**src/rtl/nand_op_sequencer.sv**
```systemverilog
// -----------------------------------------------------------------------------
// nand_op_sequencer
//
// Breaks a high-level NAND operation (RESET, READ_PAGE, PROGRAM_PAGE,
// ERASE_BLOCK, READ_STATUS) into one or two controller transactions. Between
// steps it waits on the NAND ready/busy line. It reports completion with a
// one-cycle done pulse, an error flag and the last status byte read.
//
// Ports
//   clk, reset            clock (rising edge); synchronous active-high reset
//   op_valid/op_ready     operation handshake; op_ready is high only when idle
//   op_code[2:0]          0=RESET 1=READ_PAGE 2=PROGRAM_PAGE 3=ERASE_BLOCK
//                         4=READ_STATUS, 5-7 illegal
//   op_row/op_col/op_len  page row, column and data byte count
//   done, error, status   completion pulse, error (valid with done),
//                         last status byte
//   ctl_*                 one controller transaction per step:
//                         ctl_command = {cmd2,cmd1}, address, address byte
//                         count, data byte count, direction (1 = read),
//                         request/ready handshake, complete pulse
//   rb_n                  NAND ready/busy (already synchronised)
//   status_in             status byte, valid with ctl_complete
// -----------------------------------------------------------------------------
module nand_op_sequencer #(
  parameter int TIMEOUT_CYCLES = 65535,
  parameter int TWB_CYCLES     = 8
) (
  input  logic        clk,
  input  logic        reset,
  input  logic        op_valid,
  output logic        op_ready,
  input  logic [2:0]  op_code,
  input  logic [23:0] op_row,
  input  logic [15:0] op_col,
  input  logic [11:0] op_len,
  output logic        done,
  output logic        error,
  output logic [7:0]  status,
  output logic [15:0] ctl_command,
  output logic        ctl_command_valid,
  output logic [31:0] ctl_address,
  output logic [3:0]  ctl_address_bytes,
  output logic [31:0] ctl_data_bytes,
  output logic        ctl_data_rw,
  output logic        ctl_request,
  input  logic        ctl_ready,
  input  logic        ctl_complete,
  input  logic        rb_n,
  input  logic [7:0]  status_in
);

  typedef enum logic [2:0] {
    S_IDLE,
    S_ISSUE,
    S_WAIT_CPL,
    S_WAIT_RB_LOW,
    S_WAIT_RB_HIGH,
    S_DONE
  } state_t;

  localparam logic [2:0] OP_RESET        = 3'd0;
  localparam logic [2:0] OP_READ_PAGE    = 3'd1;
  localparam logic [2:0] OP_PROGRAM_PAGE = 3'd2;
  localparam logic [2:0] OP_ERASE_BLOCK  = 3'd3;
  localparam logic [2:0] OP_READ_STATUS  = 3'd4;

  localparam logic [15:0] TWB_LIMIT     = 16'(TWB_CYCLES);
  localparam logic [15:0] TIMEOUT_LIMIT = 16'(TIMEOUT_CYCLES);

  // One controller transaction, plus what the sequencer does after it.
  typedef struct packed {
    logic [15:0] cmd;
    logic [31:0] addr;
    logic [3:0]  addr_bytes;
    logic [31:0] data_bytes;
    logic        rw;
    logic        rb_wait;    // wait for rb_n busy/ready after completion
    logic        is_status;  // capture status_in on completion
    logic        last;       // final step of the operation
  } step_t;

  localparam step_t STATUS_STEP = '{
    cmd:        16'h0070,
    addr:       32'h0,
    addr_bytes: 4'd0,
    data_bytes: 32'd1,
    rw:         1'b1,
    rb_wait:    1'b0,
    is_status:  1'b1,
    last:       1'b1
  };

  // Step table. Only rows below 2^16 are addressable in the 5-byte form, so
  // row[23:16] is dropped there. The 3-byte erase address carries the full row.
  function automatic step_t step_desc(input logic [2:0]  code,
                                      input logic [23:0] row,
                                      input logic [15:0] col,
                                      input logic [11:0] len,
                                      input logic        second);
    step_t s;
    s      = '0;
    s.last = 1'b1;
    case (code)
      OP_RESET: begin
        s.cmd     = 16'h00FF;
        s.rb_wait = 1'b1;
      end
      OP_READ_PAGE: begin
        if (!second) begin
          s.cmd        = 16'h3000;
          s.addr       = {row[15:0], col};
          s.addr_bytes = 4'd5;
          s.rb_wait    = 1'b1;
          s.last       = 1'b0;
        end else begin
          s.cmd        = 16'hE005;
          s.addr       = {16'h0, col};
          s.addr_bytes = 4'd2;
          s.data_bytes = {20'h0, len};
          s.rw         = 1'b1;
        end
      end
      OP_PROGRAM_PAGE: begin
        if (!second) begin
          s.cmd        = 16'h1080;
          s.addr       = {row[15:0], col};
          s.addr_bytes = 4'd5;
          s.data_bytes = {20'h0, len};
          s.rb_wait    = 1'b1;
          s.last       = 1'b0;
        end else begin
          s = STATUS_STEP;
        end
      end
      OP_ERASE_BLOCK: begin
        if (!second) begin
          s.cmd        = 16'hD060;
          s.addr       = {8'h0, row};
          s.addr_bytes = 4'd3;
          s.rb_wait    = 1'b1;
          s.last       = 1'b0;
        end else begin
          s = STATUS_STEP;
        end
      end
      OP_READ_STATUS: s = STATUS_STEP;
      default:        s = '0;
    endcase
    return s;
  endfunction

  state_t      state;
  step_t       cur;        // transaction currently presented / in flight
  logic [2:0]  code_q;
  logic [23:0] row_q;
  logic [15:0] col_q;
  logic [11:0] len_q;
  logic [15:0] cnt;

  step_t first_step;
  step_t next_step;
  logic  legal_op;
  logic  status_fail;

  assign first_step  = step_desc(op_code, op_row, op_col, op_len, 1'b0);
  assign next_step   = step_desc(code_q, row_q, col_q, len_q, 1'b1);
  assign legal_op    = (op_code <= OP_READ_STATUS);
  // A set pass/fail bit only counts as a failure for program and erase.
  assign status_fail = cur.is_status && status_in[0] &&
                       ((code_q == OP_PROGRAM_PAGE) || (code_q == OP_ERASE_BLOCK));

  assign ctl_command       = cur.cmd;
  assign ctl_address       = cur.addr;
  assign ctl_address_bytes = cur.addr_bytes;
  assign ctl_data_bytes    = cur.data_bytes;
  assign ctl_data_rw       = cur.rw;

  // NOTE: every register here uses non-blocking assignment so that all
  // branches see the pre-edge values of state, cur and cnt.
  always_ff @(posedge clk) begin
    if (reset) begin
      state             <= S_IDLE;
      op_ready          <= 1'b1;
      done              <= 1'b0;
      error             <= 1'b0;
      status            <= 8'h00;
      ctl_request       <= 1'b0;
      ctl_command_valid <= 1'b0;
      cur               <= '0;
      code_q            <= 3'd0;
      row_q             <= 24'h0;
      col_q             <= 16'h0;
      len_q             <= 12'h0;
      cnt               <= 16'h0;
    end else begin
      case (state)
        S_IDLE: begin
          if (op_valid && op_ready) begin
            code_q   <= op_code;
            row_q    <= op_row;
            col_q    <= op_col;
            len_q    <= op_len;
            op_ready <= 1'b0;
            if (!legal_op) begin
              state <= S_DONE;
              done  <= 1'b1;
              error <= 1'b1;
            end else begin
              cur               <= first_step;
              ctl_request       <= 1'b1;
              ctl_command_valid <= 1'b1;
              state             <= S_ISSUE;
            end
          end
        end

        S_ISSUE: begin
          if (ctl_ready) begin
            ctl_request       <= 1'b0;
            ctl_command_valid <= 1'b0;
            state             <= S_WAIT_CPL;
          end
        end

        S_WAIT_CPL: begin
          if (ctl_complete) begin
            cnt <= 16'h0;
            if (cur.is_status) status <= status_in;
            if (cur.rb_wait) begin
              state <= S_WAIT_RB_LOW;
            end else if (cur.last) begin
              state <= S_DONE;
              done  <= 1'b1;
              error <= status_fail;
            end else begin
              cur               <= next_step;
              ctl_request       <= 1'b1;
              ctl_command_valid <= 1'b1;
              state             <= S_ISSUE;
            end
          end
        end

        // The part may never visibly go busy (short tWB); give up waiting
        // for the falling edge after TWB_CYCLES and go straight to the
        // ready wait.
        S_WAIT_RB_LOW: begin
          if (!rb_n || (cnt + 16'd1 >= TWB_LIMIT)) begin
            cnt   <= 16'h0;
            state <= S_WAIT_RB_HIGH;
          end else begin
            cnt <= cnt + 16'd1;
          end
        end

        S_WAIT_RB_HIGH: begin
          if (rb_n) begin
            if (cur.last) begin
              state <= S_DONE;
              done  <= 1'b1;
              error <= 1'b0;
            end else begin
              cur               <= next_step;
              ctl_request       <= 1'b1;
              ctl_command_valid <= 1'b1;
              state             <= S_ISSUE;
            end
          end else if (cnt == TIMEOUT_LIMIT) begin
            // Timeout: abandon any remaining steps.
            state <= S_DONE;
            done  <= 1'b1;
            error <= 1'b1;
          end else begin
            cnt <= cnt + 16'd1;
          end
        end

        S_DONE: begin
          done     <= 1'b0;
          error    <= 1'b0;
          op_ready <= 1'b1;
          state    <= S_IDLE;
        end

        default: state <= S_IDLE;
      endcase
    end
  end

endmodule

```
**config.mk**
```make
export PLATFORM = sky130hd
export DESIGN_NAME = nand_op_sequencer
export DESIGN_NICKNAME = d
export VERILOG_FILES = /design/src/rtl/nand_op_sequencer.sv
export SDC_FILE = /design/constraint.sdc
export NUM_CORES = 1
export LEC_CHECK = 0
export ABC_AREA = 1
export CAP_MARGIN = 20
export CORE_MARGIN = 4
export CORE_UTILIZATION = 30
export DETAILED_ROUTE_END_ITERATION = 8
export MAX_ROUTING_LAYER = met4
export PLACE_DENSITY = 0.63
export SLEW_MARGIN = 25
export SYNTH_ARGS = -nofsm -noshare
export SYNTH_HDL_FRONTEND = slang
export SYNTH_SLANG_ARGS = --single-unit
```
**constraint.sdc**
```tcl
create_clock -name clk -period 3.25 [get_ports clk]
set_clock_uncertainty 0.15 [all_clocks]
set_input_delay 0.4875 -clock clk [delete_from_list [all_inputs] [get_ports clk]]
set_output_delay 0.4875 -clock clk [all_outputs]
set_load 0.005 [all_outputs]
```
==> results.json, run 1 <==
{
  "n_antenna_cell": 0,
  "cts_inserted_buffers": 17,
  "grt-ovfl-total": 0,
  "cp_top_family": "simple AND/OR/NAND/NOR gates",
  "path_buf_inv": 3,
  "slew-limit-headroom_pct": 51.15,
  "gp_congestion": 0.8966,
  "antenna_found_initial": 0,
  "startpoint_type": "input port",
  "grt_pass1_wl_um": 29660,
  "r2r_slack_ns": 0.88,
  "synth_edf_count": 0,
  "die_y_um": 153.5,
  "path_max_fanout": 30,
  "netlist_top_cells_count": "nand2_1, dfxtp_1, a21oi_1",
  "synth_top_area_share_pct": 38.13,
  "worstMarginPinSlew_ns": 0.7319,
  "yosysMostFrequentCell": "nand2_1",
  "routed_wl_um": 18450,
  "fmax_mhz": 416.6,
  "fin_crit_ns": 2.400,
  "cpPeakStageDelay_ns": 0.50,
  "dr_total_vias": 5890,
  "synth_area_per_cell_um2": 7.091,
  "arrival_ns": 2.59,
  "synth_top_flop_cell": "dfxtp_1",
  "drt.antenna.violating_nets": 0,
  "required_ns": 3.44,
  "drt_iter0_drc": 385,
  "clkSlewWorstSetupHoldPaths_ns": 0.06,
  "power_leakage_uw": 0.003131,
  "cts.sinks": 121,
  "dp_hpwl_um": 13580,
  "crit_chain": "clkdlybuf4s50_1 -> nor2_1 -> nor2_1 -> a21oi_4 -> nand2_1 -> inv_2 -> nand3_4 -> buf_4 -> nor3_4 -> nand2_1 -> a21oi_1",
  "cts-resized-gates": 0,
  "layout.nets": 1037,
  "critPathSlowestCell": "clkdlybuf4s50_1",
  "end_kind": "flip-flop",
  "hp-class": "reg2reg",
  "hold_violations": 0,
  "n_fill_cell": 2174,
  "cts_hold_buf": 0,
  "grt_pass1_vias": 5550,
  "fin_setup_tns_ns": 0,
  "finalSetupViolations": 0,
  "netlist_area_mm2": 0.006354,
  "viasPerCell": 4.720,
  "power_density_mw_per_mm2": 834.3,
  "drcViolationCount": 0,
  "clkLatencyLatePin_ns": 0.41,
  "synth-seq-cells": 121,
  "crit_type": "in2reg",
  "p_total_uw": 6751,
  "instances_no_fill": 1248,
  "maxSlewViolCount": 0,
  "grt_usage_pct": 15.86,
  "cts_setup_buffers": 0,
  "drv_cap": 0,
  "die_area_mm2": 0.02357,
  "num_rows": 52,
  "rsz0062_at_grt": "false",
  "wire_per_inst_um": 14.78,
  "cts_tree": "yes",
  "ys_top_cells_by_area": "dfxtp_1, buf_4, nand2_1, a21oi_1, o21ai_0",
  "start_util_pct": 30.90,
  "async_flop_share_pct": 0,
  "final.period_utilization_pct": 73.86,
  "status": "finished clean",
  "yosys_warnings": 0,
  "seq_area_frac_synth_pct": 38.13,
  "placed_cells": 1218,
  "ir_drop_mv": 0.3903,
  "ys_types": 38,
  "yosysTopAreaCell": "dfxtp_1",
  "die_x_um": 153.5,
  "grt_max_degree": 63,
  "io_buffers": 141,
  "synth_cells": 896,
  "clockRootBuffer": "clkbuf_16",
  "ioPinCount": 167,
  "h-tree-depth": 4,
  "area_growth_pct": 27.35,
  "ctsLongestPathBuffers": 2,
  "core_area_mm2": 0.02056,
  "drive_gt1_share_pct": 7.362,
  "drt-pass1-iter-count": 5
}
[through the flow]
stage | hold WS, ns | cell area [um^2] | utilization [%] | setup slack [ns]
floorplan | 0.2733 | 6444 | - | 1.233
global placement | 0.2809 | 7497 | 36.47 | 0.5260
detailed placement | 0.2839 | 7497 | 36.47 | 0.4286
CTS | 0.2928 | 8092 | 39.36 | 0.8695
global route | 0.3022 | 8092 | 39.36 | 0.5764
finish | 0.2924 | 8092 | 39.36 | 0.8497
[power breakdown]
group	internal, uW	total [uW]	switching [uW]
clock network	1250	1900	646
logic	1080	2650	1570
registers	1900	2200	296
[cells by family (layout without fill, tap and decap cells)]
group	Yosys count	count (layout)	synth area share, %
xor+xnor	3	3	0.4136
mux	1	1	0.1575
compound gates	251	251	21.66
buf+inv	231	289	19.50
simple gates	287	287	19.89
flops	121	121	38.13
other cells	1	25	0.05902
fa+ha+maj	1	1	0.1969
[state kept, by name, summed over array words and instances (netlist names), 3 cells and up]
name / count
ctl_address: 32
cnt: 16
col_q: 16
ctl_data_bytes: 12
len_q: 12
ctl_command: 8
status: 8
code_q: 3
ctl_address_bytes: 3
cur: 3
state: 3
[metal layers]
layer	vias to the layer above	track usage (%)	share of wire [%]
met5	-	-	0
met4	0	4.121	1.5
li1	3006	-	-
met3	15	3.738	5.8
met1	2686	20.31	45
met2	183	25.34	47
[layout make-up]
type / instances / area [um^2] / area share [%]
Sequential cell: 121 / 2422 / 29.94
Clock buffer: 22 / 474.2 / 5.861
Inverter: 104 / 392.9 / 4.855
Timing Repair Buffer: 155 / 1554 / 19.21
Tap cell: 270 / 337.8 / 4.175
Clock inverter: 8 / 120.1 / 1.484
Multi-Input combinational cell: 568 / 2790 / 34.48
[final timing paths]
check,start,endpoint,cells past startpoint
setup / recovery,op_code[0],ctl_address[26],11
hold / removal,col_q[10],col_q[10],2
setup reg to reg,cnt[0],error,10
hold reg to reg,col_q[10],col_q[10],2
[worst min-delay path, cell delays in order, from the launching register on]
cell and delay (ns):
dfxtp_1 0.30, inv_1 0.04, a21oi_1 0.05
[cell usage in the layout (no fill, tap or decap), types with 2 or more instances in the layout]
cell	netlist	final
o21ai_0	90	90
nand2_2	6	6
nand3_4	2	2
clkinv_2	0	3
a31oi_1	10	10
o21ai_1	17	17
nor3_1	9	9
nand3_1	44	43
dfxtp_1	121	121
clkinv_1	2	2
nor2_4	2	2
nor2_1	64	63
clkbuf_8	0	3
nor2_2	5	6
nand4_1	10	10
clkdlybuf4s50_1	0	141
buf_12	0	3
clkinvlp_4	0	2
clkbuf_16	0	17
nand2_1	140	140
a211oi_1	2	2
a32oi_1	9	9
conb_1	1	25
inv_2	8	9
a21oi_1	95	95
inv_1	93	92
bufinv_16	0	3
xor2_1	3	3
nand3b_1	2	2
a22oi_1	16	16
buf_4	89	11
clkbuf_1	24	2
o22ai_1	9	9
Note: power is estimated with default switching activity, not from simulation.
==> inputs of run 2 (changes only) <==
==> constraint.sdc (replaced) <==
create_clock -name clk -period 2.3 [get_ports clk]
set_clock_uncertainty 0.15 [all_clocks]
set_input_delay 0.345 -clock clk [delete_from_list [all_inputs] [get_ports clk]]
set_output_delay 0.345 -clock clk [all_outputs]
set_load 0.005 [all_outputs]
==> run 2 against run 1 <==
Core utilization increased by 1.4 points. Count of clock-buffer cells in the layout rose by 3. First-iteration DRC count fell by 4.7%. Largest cell class unchanged. Highest routed layer unchanged.
==> results.json, run 2 (same netlist as run 1, synthesis figures left out) <==
{
  "n_fill_cell": 2119,
  "grt_max_degree": 64,
  "drive_gt1_share_pct": 10.13,
  "reg2reg_to": "ctl_address[31]",
  "cts_inserted_buffers": 17,
  "io_buffers": 141,
  "viasPerCell": 4.695,
  "n_antenna_cell": 0,
  "grt-ovfl-total": 0,
  "start_util_pct": 30.90,
  "area_growth_pct": 31.78,
  "worstMarginPinSlew_ns": 0.5429,
  "clockRootBuffer": "clkbuf_16",
  "drt_iter0_drc": 367,
  "ir_drop_mv": 0.6104,
  "reg2reg_depth": 12,
  "clkSlewWorstSetupHoldPaths_ns": 0.05,
  "r2r-start": "state[1]",
  "die_area_mm2": 0.02357,
  "multi_input_area_mm2": 0.002798,
  "cpPeakStageDelay_ns": 0.44,
  "crit_type": "reg2reg",
  "layout.nets": 1064,
  "antenna_found_initial": 0,
  "startpoint_type": "flip-flop",
  "dr_total_vias": 5996,
  "dp_hpwl_um": 13710,
  "drt-pass1-iter-count": 5,
  "crit_end": "ctl_address[31]",
  "layout_commonest_cell": "clkdlybuf4s50_1",
  "finalSetupViolations": 0,
  "instances_no_fill": 1277,
  "drcViolationCount": 0,
  "end_kind": "flip-flop",
  "final_cell_mix": "clkdlybuf4s50_1, nand2_1, dfxtp_1, a21oi_1, inv_1",
  "hold_violations": 0,
  "core_area_mm2": 0.02056,
  "power_density_mw_per_mm2": 1185,
  "critical_path.startpoint": "state[1]",
  "grt_pass1_wl_um": 29670,
  "grt_pass1_vias": 5608,
  "grt_usage_pct": 15.97,
  "cts_setup_buffers": 0,
  "seq_area_mm2": 0.002422,
  "arrival_ns": 2.27,
  "cts_tree": "yes",
  "path_max_fanout": 9,
  "fin_hold_ws_ns": 0.2896,
  "hp-class": "reg2reg",
  "final_core_util_pct": 40.73,
  "fmax_mhz": 481.1,
  "drv_cap": 0,
  "maxSlewViolCount": 0,
  "crit_chain": "inv_2 -> nand2_1 -> nor2_2 -> nand2_1 -> nand2_2 -> nor2_4 -> nand3_4 -> buf_12 -> nor3_4 -> buf_4 -> nand2_1 -> a21oi_1",
  "ctsLongestPathBuffers": 2,
  "ioPinCount": 167,
  "clkLatencyLatePin_ns": 0.42,
  "num_rows": 52,
  "dpl_cell_area_mm2": 0.007762,
  "largest_reg_flops": 32,
  "status": "finished clean",
  "final.period_utilization_pct": 90.37,
  "wire_per_inst_um": 14.61,
  "cts.sinks": 121,
  "r2r_slack_ns": 0.22,
  "power_leakage_uw": 0.003298,
  "crit_path_frequent_cell": "nand2_1",
  "fin_crit_ns": 2.078,
  "die_y_um": 153.5,
  "fin_ws_ns": 0.2216,
  "slew-limit-headroom_pct": 63.77,
  "drt.antenna.violating_nets": 0,
  "pre_cts_ws_ns": -0.07395,
  "required_ns": 2.49,
  "die_x_um": 153.5,
  "h-tree-depth": 4,
  "routed_wl_um": 18660,
  "gp_congestion": 0.9125,
  "stdcell_area_mm2": 0.008373,
  "rsz0062_at_grt": "false",
  "critPathSlowestCell": "dfxtp_1",
  "placed_cells": 1245
}
==> run 2: cell count changes in the layout (fill, tap and decap cells not counted), sizes merged <==
cell | previous run | this run
clkinv | 5 | 6
clkbuf | 22 | 25
bufinv | 3 | 2
buf | 14 | 41
clkinvlp | 2 | 1
==> run 2: how the worst min path moves through the flow <==
stage	from	slack, ns	to	cells after the start
global placement	len_q[7]	0.28	len_q[7]	2
floorplan	len_q[10]	0.27	len_q[10]	2
detailed placement	len_q[7]	0.28	len_q[7]	2
global route	col_q[14]	0.31	col_q[14]	2
finish	error	0.29	error	2
CTS	len_q[7]	0.29	len_q[7]	2
==> run 2: final cells by class <==
type / instances / area share [%]
clock buffer: 25 / 6.157
inverter: 104 / 4.692
tap: 270 / 4.035
clock inverter: 7 / 1.046
sequential: 121 / 28.93
multi-input combinational: 568 / 33.41
timing repair buffer: 182 / 21.73
==> run 2: what timing repair did <==
action / 4_1_cts / 5_1_grt
resized for setup: 0 / 2
setup endpoints to repair: 0 / 13
hold buffers: 0 / 0
==> run 2: layer usage <==
metal | GRT usage (%) | routed length [um] | up-vias
li1 | - | - | 3062
met1 | 21.08 | 8749 | 2732
met2 | 24.09 | 8510 | 177
met3 | 3.738 | 1035 | 25
met4 | 5.551 | 365 | 0
met5 | - | 0 | -
==> run 2: through the flow <==
stage | setup TNS (ns) | power, uW
finish | 0 | 9922
global route | 0 | 10670
CTS | 0 | 10020
detailed placement | -1.169 | 7276
global placement | 0 | 7225
floorplan | 0 | 5844
==> run 2: critical path, delay by kind of cell, from the launching register on <==
family / cells / cell delay [ns]
AND/OR/NAND/NOR: 8 / 0.85
flip-flops: 1 / 0.44
buffers and inverters: 3 / 0.43
AO/OA/AOI/OAI: 1 / 0.12
==> run 2: report_power, final <==
| part | switching (uW) | internal [uW] | total, uW |
|---|---|---|---|
| combinational | 2280 | 1850 | 4140 |
| sequential | 412 | 2690 | 3100 |
| clock | 928 | 1760 | 2690 |
==> inputs of run 3 (changes only) <==
--- a/config.mk
+++ b/config.mk
@@ -6,7 +6,6 @@
 export NUM_CORES = 1
 export LEC_CHECK = 0
 export ABC_AREA = 1
-export CAP_MARGIN = 20
 export CORE_MARGIN = 4
 export CORE_UTILIZATION = 30
 export DETAILED_ROUTE_END_ITERATION = 8
==> results of run 3 <==
Same layout as run 2: the final DEF is identical, and so are final timing and power.
